`src/rtl/dec_move.sv`:
```
// Plane position controller: turns synchronized move requests into clamped
// X/Y steps with press-and-hold auto-repeat.

`ifndef UP
`define UP    2'd0
`endif
`ifndef DOWN
`define DOWN  2'd1
`endif
`ifndef LEFT
`define LEFT  2'd2
`endif
`ifndef RIGHT
`define RIGHT 2'd3
`endif

module dec_move #(
  parameter int X_W           = 10,
  parameter int Y_W           = 10,
  parameter int X_MAX         = 620,
  parameter int Y_MAX         = 460,
  parameter int X_INIT        = 310,
  parameter int Y_INIT        = 400,
  parameter int STEP          = 4,
  parameter int REPEAT_DLY    = 6_000_000,
  parameter int REPEAT_PERIOD = 1_000_000,
  parameter int CNT_W         = 23
) (
  input  logic           clk,
  input  logic           rst,
  input  logic           move_en_i,
  input  logic [1:0]     direct_i,
  output logic [X_W-1:0] pos_x_o,
  output logic [Y_W-1:0] pos_y_o,
  output logic           moving_o,
  output logic           step_o,
  output logic           blocked_o
);

  // IDLE   | no request held
  // DELAY  | stepped once, waiting for the first auto-repeat
  // REPEAT | auto-repeating at the repeat period
  typedef enum logic [1:0] {IDLE, DELAY, REPEAT} state_t;

  localparam logic [CNT_W-1:0] DLY_LAST = CNT_W'(REPEAT_DLY - 1);
  localparam logic [CNT_W-1:0] PER_LAST = CNT_W'(REPEAT_PERIOD - 1);

  // Clamp thresholds held one bit wider than the coordinate so no sum wraps.
  localparam logic [X_W:0] X_STEP  = (X_W+1)'(STEP);
  localparam logic [X_W:0] X_LIM   = (X_W+1)'(X_MAX);
  localparam logic [X_W:0] X_RTHR  = (X_W+1)'(X_MAX - STEP);
  localparam logic [Y_W:0] Y_STEP  = (Y_W+1)'(STEP);
  localparam logic [Y_W:0] Y_LIM   = (Y_W+1)'(Y_MAX);
  localparam logic [Y_W:0] Y_DTHR  = (Y_W+1)'(Y_MAX - STEP);

  logic [2:0]       sync_meta, sync_q;
  logic             men_s;
  logic [1:0]       dir_s;
  state_t           state, state_nxt;
  logic [CNT_W-1:0] cnt, cnt_nxt;
  logic [1:0]       cur_dir, dir_nxt;
  logic             step_ev;
  logic [X_W:0]     x_ext, x_nxt;
  logic [Y_W:0]     y_ext, y_nxt;

  // Two-flop synchronizer for the asynchronous button request and direction.
  always_ff @(posedge clk or posedge rst) begin
    if (rst) begin
      sync_meta <= '0;
      sync_q    <= '0;
    end else begin
      sync_meta <= {move_en_i, direct_i};
      sync_q    <= sync_meta;
    end
  end

  assign men_s    = sync_q[2];
  assign dir_s    = sync_q[1:0];
  assign moving_o = men_s;

  // FSM state, repeat counter and latched direction.
  always_ff @(posedge clk or posedge rst) begin
    if (rst) begin
      state   <= IDLE;
      cnt     <= '0;
      cur_dir <= `UP;
    end else begin
      state   <= state_nxt;
      cnt     <= cnt_nxt;
      cur_dir <= dir_nxt;
    end
  end

  // Next-state logic; release wins over both expiry and direction change.
  always_comb begin
    state_nxt = state;
    cnt_nxt   = cnt;
    dir_nxt   = cur_dir;
    step_ev   = 1'b0;
    case (state)
      IDLE: begin
        if (men_s) begin
          step_ev   = 1'b1;
          dir_nxt   = dir_s;
          cnt_nxt   = '0;
          state_nxt = DELAY;
        end
      end
      DELAY, REPEAT: begin
        if (!men_s) begin
          cnt_nxt   = '0;
          state_nxt = IDLE;
        end else if (dir_s != cur_dir) begin
          step_ev   = 1'b1;
          dir_nxt   = dir_s;
          cnt_nxt   = '0;
          state_nxt = DELAY;
        end else if (cnt == ((state == DELAY) ? DLY_LAST : PER_LAST)) begin
          step_ev   = 1'b1;
          cnt_nxt   = '0;
          state_nxt = REPEAT;
        end else begin
          cnt_nxt = cnt + 1'b1;
        end
      end
      default: begin
        cnt_nxt   = '0;
        state_nxt = IDLE;
      end
    endcase
  end

  // Clamped candidate position for a step in the synchronized direction.
  always_comb begin
    x_ext = {1'b0, pos_x_o};
    y_ext = {1'b0, pos_y_o};
    x_nxt = x_ext;
    y_nxt = y_ext;
    case (dir_s)
      `RIGHT:  x_nxt = (x_ext > X_RTHR) ? X_LIM : x_ext + X_STEP;
      `LEFT:   x_nxt = (x_ext < X_STEP) ? '0    : x_ext - X_STEP;
      `DOWN:   y_nxt = (y_ext > Y_DTHR) ? Y_LIM : y_ext + Y_STEP;
      default: y_nxt = (y_ext < Y_STEP) ? '0    : y_ext - Y_STEP;
    endcase
  end

  // Position registers and the step/blocked pulses that accompany each update.
  always_ff @(posedge clk or posedge rst) begin
    if (rst) begin
      pos_x_o   <= X_W'(X_INIT);
      pos_y_o   <= Y_W'(Y_INIT);
      step_o    <= 1'b0;
      blocked_o <= 1'b0;
    end else begin
      step_o    <= 1'b0;
      blocked_o <= 1'b0;
      if (step_ev) begin
        pos_x_o <= x_nxt[X_W-1:0];
        pos_y_o <= y_nxt[Y_W-1:0];
        if ((x_nxt != x_ext) || (y_nxt != y_ext)) step_o <= 1'b1;
        else                                      blocked_o <= 1'b1;
      end
    end
  end

endmodule
```
`config.mk`:
```
export PLATFORM = sky130hd
export DESIGN_NAME = dec_move
export DESIGN_NICKNAME = d
export VERILOG_FILES = /design/src/rtl/dec_move.sv
export SDC_FILE = /design/constraint.sdc
export NUM_CORES = 1
export LEC_CHECK = 0
export ABC_AREA = 1
export BUFFER_PORTS_ARGS = -buffer_cell sky130_fd_sc_hd__buf_4
export CAP_MARGIN = 20
export CELL_PAD_IN_SITES_DETAIL_PLACEMENT = 0
export CELL_PAD_IN_SITES_GLOBAL_PLACEMENT = 1
export CORE_MARGIN = 10
export CORE_UTILIZATION = 40
export CTS_BUF_LIST = sky130_fd_sc_hd__clkbuf_16
export DETAILED_ROUTE_END_ITERATION = 10
export GPL_TIMING_DRIVEN = 0
export HOLD_SLACK_MARGIN = 0.02
export PLACE_DENSITY_LB_ADDON = 0.1
export SYNTH_ARGS = -nofsm -noshare
export SYNTH_HDL_FRONTEND = slang
export SYNTH_SLANG_ARGS = --single-unit
export TNS_END_PERCENT = 50
```
`constraint.sdc`:
```
create_clock -name clk -period 6.4 [get_ports clk]
set_input_delay 0.96 -clock clk [delete_from_list [all_inputs] [get_ports clk]]
set_output_delay 0.96 -clock clk [all_outputs]
set_load 0.1 [all_outputs]
```
# Word-level counts from Yosys, hierarchy flattened
# Index checks and enable logic that the tools add are counted.
# classes
n_addsub	5
order_cmp	4
n_eq_ne	13
muxes	30
n_reduce_logical	7
# op_table
op	count
23-bit two-way mux	5
23-bit one-hot mux with 2 select lines	1
11-bit two-way mux	4
11-bit one-hot mux with 2 select lines	2
23-bit by 1-bit adder with 23-bit output, second input constant	1
23-bit equality test	1
10-bit by 3-bit adder with 11-bit output, second input constant	2
11-bit by 10-bit inequality test with 1-bit output	2
10-bit by 3-bit subtractor with 11-bit output, second input constant	2
10-bit by 3-bit < comparator with 1-bit output, second input constant	2
2-bit two-way mux	7
10-bit > comparator, second input constant	1
10-bit by 9-bit > comparator with 1-bit output, second input constant	1
1-bit two-way mux	8
2-bit one-hot mux with 2 select lines	2
2-bit equality test, second input constant	3
2-bit inequality test, second input constant	3
2-bit by 1-bit equality test with 1-bit output, second input constant	2
4-bit inequality test, second input constant	1
4-bit AND reduction	1
2-bit OR reduction	2
2-bit zero test	1
2-bit inequality test	1
1-bit one-hot mux with 2 select lines	1
3 further kinds	3
# totals
reg_bits	55
out_inout_bits	23
wordCells	68

# Longest topological paths before layout
# logic_depth
depth_word	8
mapped_depth	16

# Worst setup path after synthesis
# OpenSTA, ideal clock, no wires.
# synth_path
kind	reg-to-reg
startpoint	reg pos_y_o[2]
endpoint	reg step_o
setup_time_ps	132
t_arrival_ps	2451
slack_ps	3817
stages_incl_launch_ff	15
path_buffers	1
synth_period_minus_slack_ps	2583
path_cell_list	dfrtp_1 > clkbuf_2 > inv_1 > ha_1 > nor3b_1 > nand3_1 > nand2_1 > nand3b_1 > nand2_1 > nand2_1 > nand3_1 > nor2_1 > nand2_1 > nor2_1 > a21oi_1
# synth_between
elab_chain_len	7
# synth_lines
item	line	rtl
start, declared	34	output logic [Y_W-1:0] pos_y_o,
start signal, assigned	151	pos_y_o <= Y_W'(Y_INIT);
start signal, assigned	159	pos_y_o <= y_nxt[Y_W-1:0];
10-bit by 3-bit subtractor with 11-bit output, or another cell as far along	143	default: y_nxt = (y_ext < Y_STEP) ? '0 : y_ext - Y_STEP;
11-bit two-way mux, on equally long branches	143, 142	
11-bit one-hot mux with 2 select lines	139	case (dir_s)
11-bit by 10-bit inequality test with 1-bit output *	160	if ((x_nxt != x_ext) || (y_nxt != y_ext)) step_o <= 1'b1;
1-bit logical OR *	160	
1-bit two-way mux *	160	
1-bit two-way mux *	157	if (step_ev) begin
end signal, assigned	152	step_o <= 1'b0;
end signal, assigned	155	step_o <= 1'b0;
end signal, assigned	160	
end, declared	36	output logic step_o,
# Mark *: on every way between the ends. The rest lies on a longest branch, timed or not.
# A chain may end at the register's enable or synchronous reset.

# Worst setup path in the final report
# layout_path
startpoint	reg state[1]
endpoint	reg cnt[0]
# layout_between
elab_chain_len	7
# layout_lines
item	line	rtl
start, declared	59	state_t state, state_nxt;
start signal, assigned	88	state <= state_nxt;
2-bit by 1-bit equality test with 1-bit output	100, 118	
23-bit two-way mux	118	end else if (cnt == ((state == DELAY) ? DLY_LAST : PER_LAST)) begin
23-bit equality test	118	
23-bit two-way mux	118	
23-bit two-way mux	113	end else if (dir_s != cur_dir) begin
23-bit two-way mux	110	if (!men_s) begin
23-bit one-hot mux with 2 select lines	100	case (state)
end signal, assigned	89	cnt <= cnt_nxt;
end, declared	60	logic [CNT_W-1:0] cnt, cnt_nxt;
# Parallel ways exist; a longest one is shown, timed or not.

==> metrics.sh <==
NUMBER_OF_INSTANCES_IN_THE_SYNTHESIZED_NETLIST=597
YS.FLOP_TYPE='dfrtp_1'
REGTOREGSTARTPOINT='state[1]'
LAYOUT.NETS=647
ROWS=36
N_ANTENNA_CELL=0
BUFFER_COUNT_FROM_POST_CTS_SETUP_FIXING=0
DPL.HPWL_UM=8170
CLOCK_TREE_FROM_TRITONCTS='done'
MAX_CAP_CHECK_VIOLATION_COUNT=0
WORST_SETUP_PATH_CATEGORY='flip-flop to flip-flop'
HOLD_WS_PS=359
GRT_MAX_DEGREE=35
CRIT_PATH_START_KIND='flip-flop'
ROUTE.ANTENNA.REMAINING_NETS=0
PATH_MAX_FANOUT=10
REMAINING_DRC_ERRORS=0
FINAL.SETUP.TNS_PS=0
MAPPEDNETLISTAREA_UM2=3990
DIE_WIDTH_UM=120
WORSTSKEWPAIRLATENCY_PS=310
DRT_ITER0_MARKERS=291
DETAIL_ROUTE.FIRST_PASS.ITERATIONS=5
CRIT_PATH_REQUIRED_TIME_PS=6630
CTS_HTREE_LEVELS=2
POWER.LEAKAGE_nW=2.15
FINAL_LAYOUT_SIZE_SUFFIX_GT1_FRAC=0.109
CRIT_PATH_END_KIND='flip-flop'
CRITICAL_PATH_ARRIVAL_PS=2920
DESIGN.PORTCOUNT=28
BUFFER_PORTS.INSERTED=27
WORSTHOLDSTART='sync_meta[2]'
ROUTED_WIRE_LENGTH_UM=11000
GRT_ANTENNA_BEFORE_REPAIR=0
DIE-AREA_UM2=14400
POST_CTS_HOLD_BUFFER_COUNT=0
PRE_CTS_WS_PS=3750
INITIAL_UTILIZATION=0.410
CTS_SINKS=55
FINAL-MAX-SLEW-VIOLATION-COUNT=0
GR-TOTAL-OVERFLOW=0
WL_PER_CELL_UM=14.4
PLACE_INST=758
GRT_FIRST_PASS_WIRELENGTH_UM=18600
NON_FILLER_INSTANCE_COUNT_AFTER_LAYOUT=766
SYN_AREA_PER_CELL_UM2=6.69
GRT_USAGE=0.155
CHIPHEIGHT_UM=120
CLOCK-SKEW-FINAL_PS=6.59
CTS_ROOT_BUFFER='clkbuf_16'
WORST_SLEW_PIN_SLEW_PS=725
SETUP_SLACK_PS=3700
FINAL_HOLD_VIOL_COUNT=0
SYNTH_WARNINGS=0
PATH_CLK_SLEW_PS=80
ASYNCSETRESETFLOPFRACSYNTH=1.00
CELLPOWERDENSITY_nW_PER_UM2=467
MAXCLOCKFREQUENCY_MHz=371
CTS-BUFFERS-INSERTED=5
DR_TOTAL_VIAS=3927
CLK_PATH_BUF_DEPTH=2
NFILLCELLS=1050
NETLIST-CELL-TYPE-COUNT=35
TOTAL_POWER_W=0.00212
CORE_AREA_UM2=9730
YS_SEQ_AREA_FRAC=0.347
WORST_SLEW_MARGIN=0.514
MIN_PERIOD_OVER_PERIOD=0.421
FIRST_GLOBAL_VIAS=3633
FINALWEIGHTEDCONGESTION=0.862
IRDROPWORSTVDD_V=0.000427
STATUS='completed'
AREAGROWTHSYNTHTOFINISH_PCT=13.4
SYNTH_ENABLE_FLOP_CELLS=0
SYNTH_REGISTER_BITS=55
NUMBER_OF_GATES_GIVEN_A_NEW_DRIVE_STRENGTH_AFTER_CTS=0
SETUP_VIOL=0
TIMING.CRITICAL_PATH.FROM='state[1]'
VIA_PER_INST=5.13
GRT_SETUP_UNREPAIRED='false'
SYN-NUM-NETS=612
WORSTHOLDPATHTYPE='flip-flop to flip-flop'
FINAL_PERIOD_MINUS_WORST_SETUP_SLACK_PS=2700
critical path, cell delays in order, from the launching register on:
cell and delay (ps):
dfrtp_1 360, inv_1 70, ha_1 200, buf_4 200
xor2_1 170, nand4_1 100, nor2_1 60, nand2_1 60
nor2_1 70, nor3_2 560, inv_1 330, buf_2 290
mux2i_1 150
flip-flops by register name (all words and copies together) (netlist names):
name,flops
pos_y_o,10
sync_meta,3
step_o,1
sync_q,3
pos_x_o,10
cur_dir,2
cnt,23
state,2
blocked_o,1
final cells by class:
cell class / count / area [µm²] / share of cell area
Buffer: 21 / 104 / 0.0229
Clock buffer: 5 / 125 / 0.0276
Clock inverter: 3 / 22.5 / 0.00497
Inverter: 75 / 282 / 0.0621
Multi-Input combinational cell: 446 / 2220 / 0.490
Sequential cell: 55 / 1390 / 0.306
Tap cell: 133 / 166 / 0.0367
Timing Repair Buffer: 28 / 223 / 0.0492
cells in the mapped netlist (2+ instances only):
master    number  share of area
a21oi_1        6         0.0075
a31oi_1        3         0.0047
buf_2         11          0.014
buf_4          2         0.0038
clkbuf_1       5         0.0047
clkbuf_2       3         0.0038
dfrtp_1       47           0.29
dfstp_2        8          0.053
ha_1          10          0.031
inv_1         73          0.069
nand2_1      175           0.16
nand3_1       55          0.069
nand3b_1       4         0.0075
nand4_1       17          0.027
nor2_1        64          0.060
nor2_2         3         0.0047
nor3_1         5         0.0063
nor3_2         2         0.0050
o211ai_1       3         0.0056
o21ai_0       45          0.056
o22ai_1       16          0.025
xnor2_1        7          0.015
xor2_1        21          0.046
cell families after synthesis:
family                   share of synthesized area
AO/OA/AOI/OAI                                0.107
XOR/XNOR                                    0.0614
adder cells (fa/ha/maj)                     0.0313
buffers and inverters                       0.0965
flip-flops                                   0.347
multiplexers                               0.00251
AND/OR/NAND/NOR                              0.354
metal layers:
metal / track usage / vias to the layer above / wire length (µm)
met4: 0.0279 / 0 / 71
met2: 0.236 / 71 / 4780
met3: 0.0281 / 6 / 423
met1: 0.224 / 1852 / 5750
li1: - / 1998 / -
met5: 0 / - / 0
cell usage in the layout, fill, tap and decap left out, types with 3 or more instances in the layout:
master | netlist | final
dfstp_2 | 8 | 8
a21oi_1 | 6 | 6
dfrtp_1 | 47 | 47
nor2_1 | 64 | 64
xor2_1 | 21 | 21
xnor2_1 | 7 | 7
nand2_1 | 175 | 175
o21ai_0 | 45 | 45
nand3_1 | 55 | 55
inv_1 | 73 | 72
nor3_1 | 5 | 5
a31oi_1 | 3 | 3
clkbuf_2 | 3 | 3
buf_4 | 2 | 29
clkbuf_1 | 5 | 5
o22ai_1 | 16 | 16
nand4_1 | 17 | 17
clkbuf_16 | 0 | 5
nand3b_1 | 4 | 4
o211ai_1 | 3 | 3
nor2_2 | 3 | 3
buf_2 | 11 | 11
ha_1 | 10 | 10
per-stage QoR:
stage               cell area [µm²]  utilization
floorplan                      3990            -
global placement               4360        0.448
detailed placement             4380        0.450
CTS                            4530        0.466
global route                   4530        0.466
finish                         4530        0.466
path summary, 6_finish.rpt:
path,to,slack [ps],cells past startpoint
max,cnt[0],3700,12
min,sync_q[2],360,0
max reg2reg,cnt[0],3700,12
min reg2reg,sync_q[2],360,0
max in group asynchronous,pos_y_o[8],5070,3
min in group asynchronous,pos_x_o[0],690,2
power breakdown:
part           leakage (nW)  total (W)  switching (W)  internal [W]
clock network        0.0694   0.000290       0.000143      0.000147
logic                  1.38    0.00134       0.000989      0.000354
registers             0.706   0.000483      0.0000544      0.000429
total                  2.15    0.00212        0.00119      0.000930
Power figures use the tool's default switching activity.
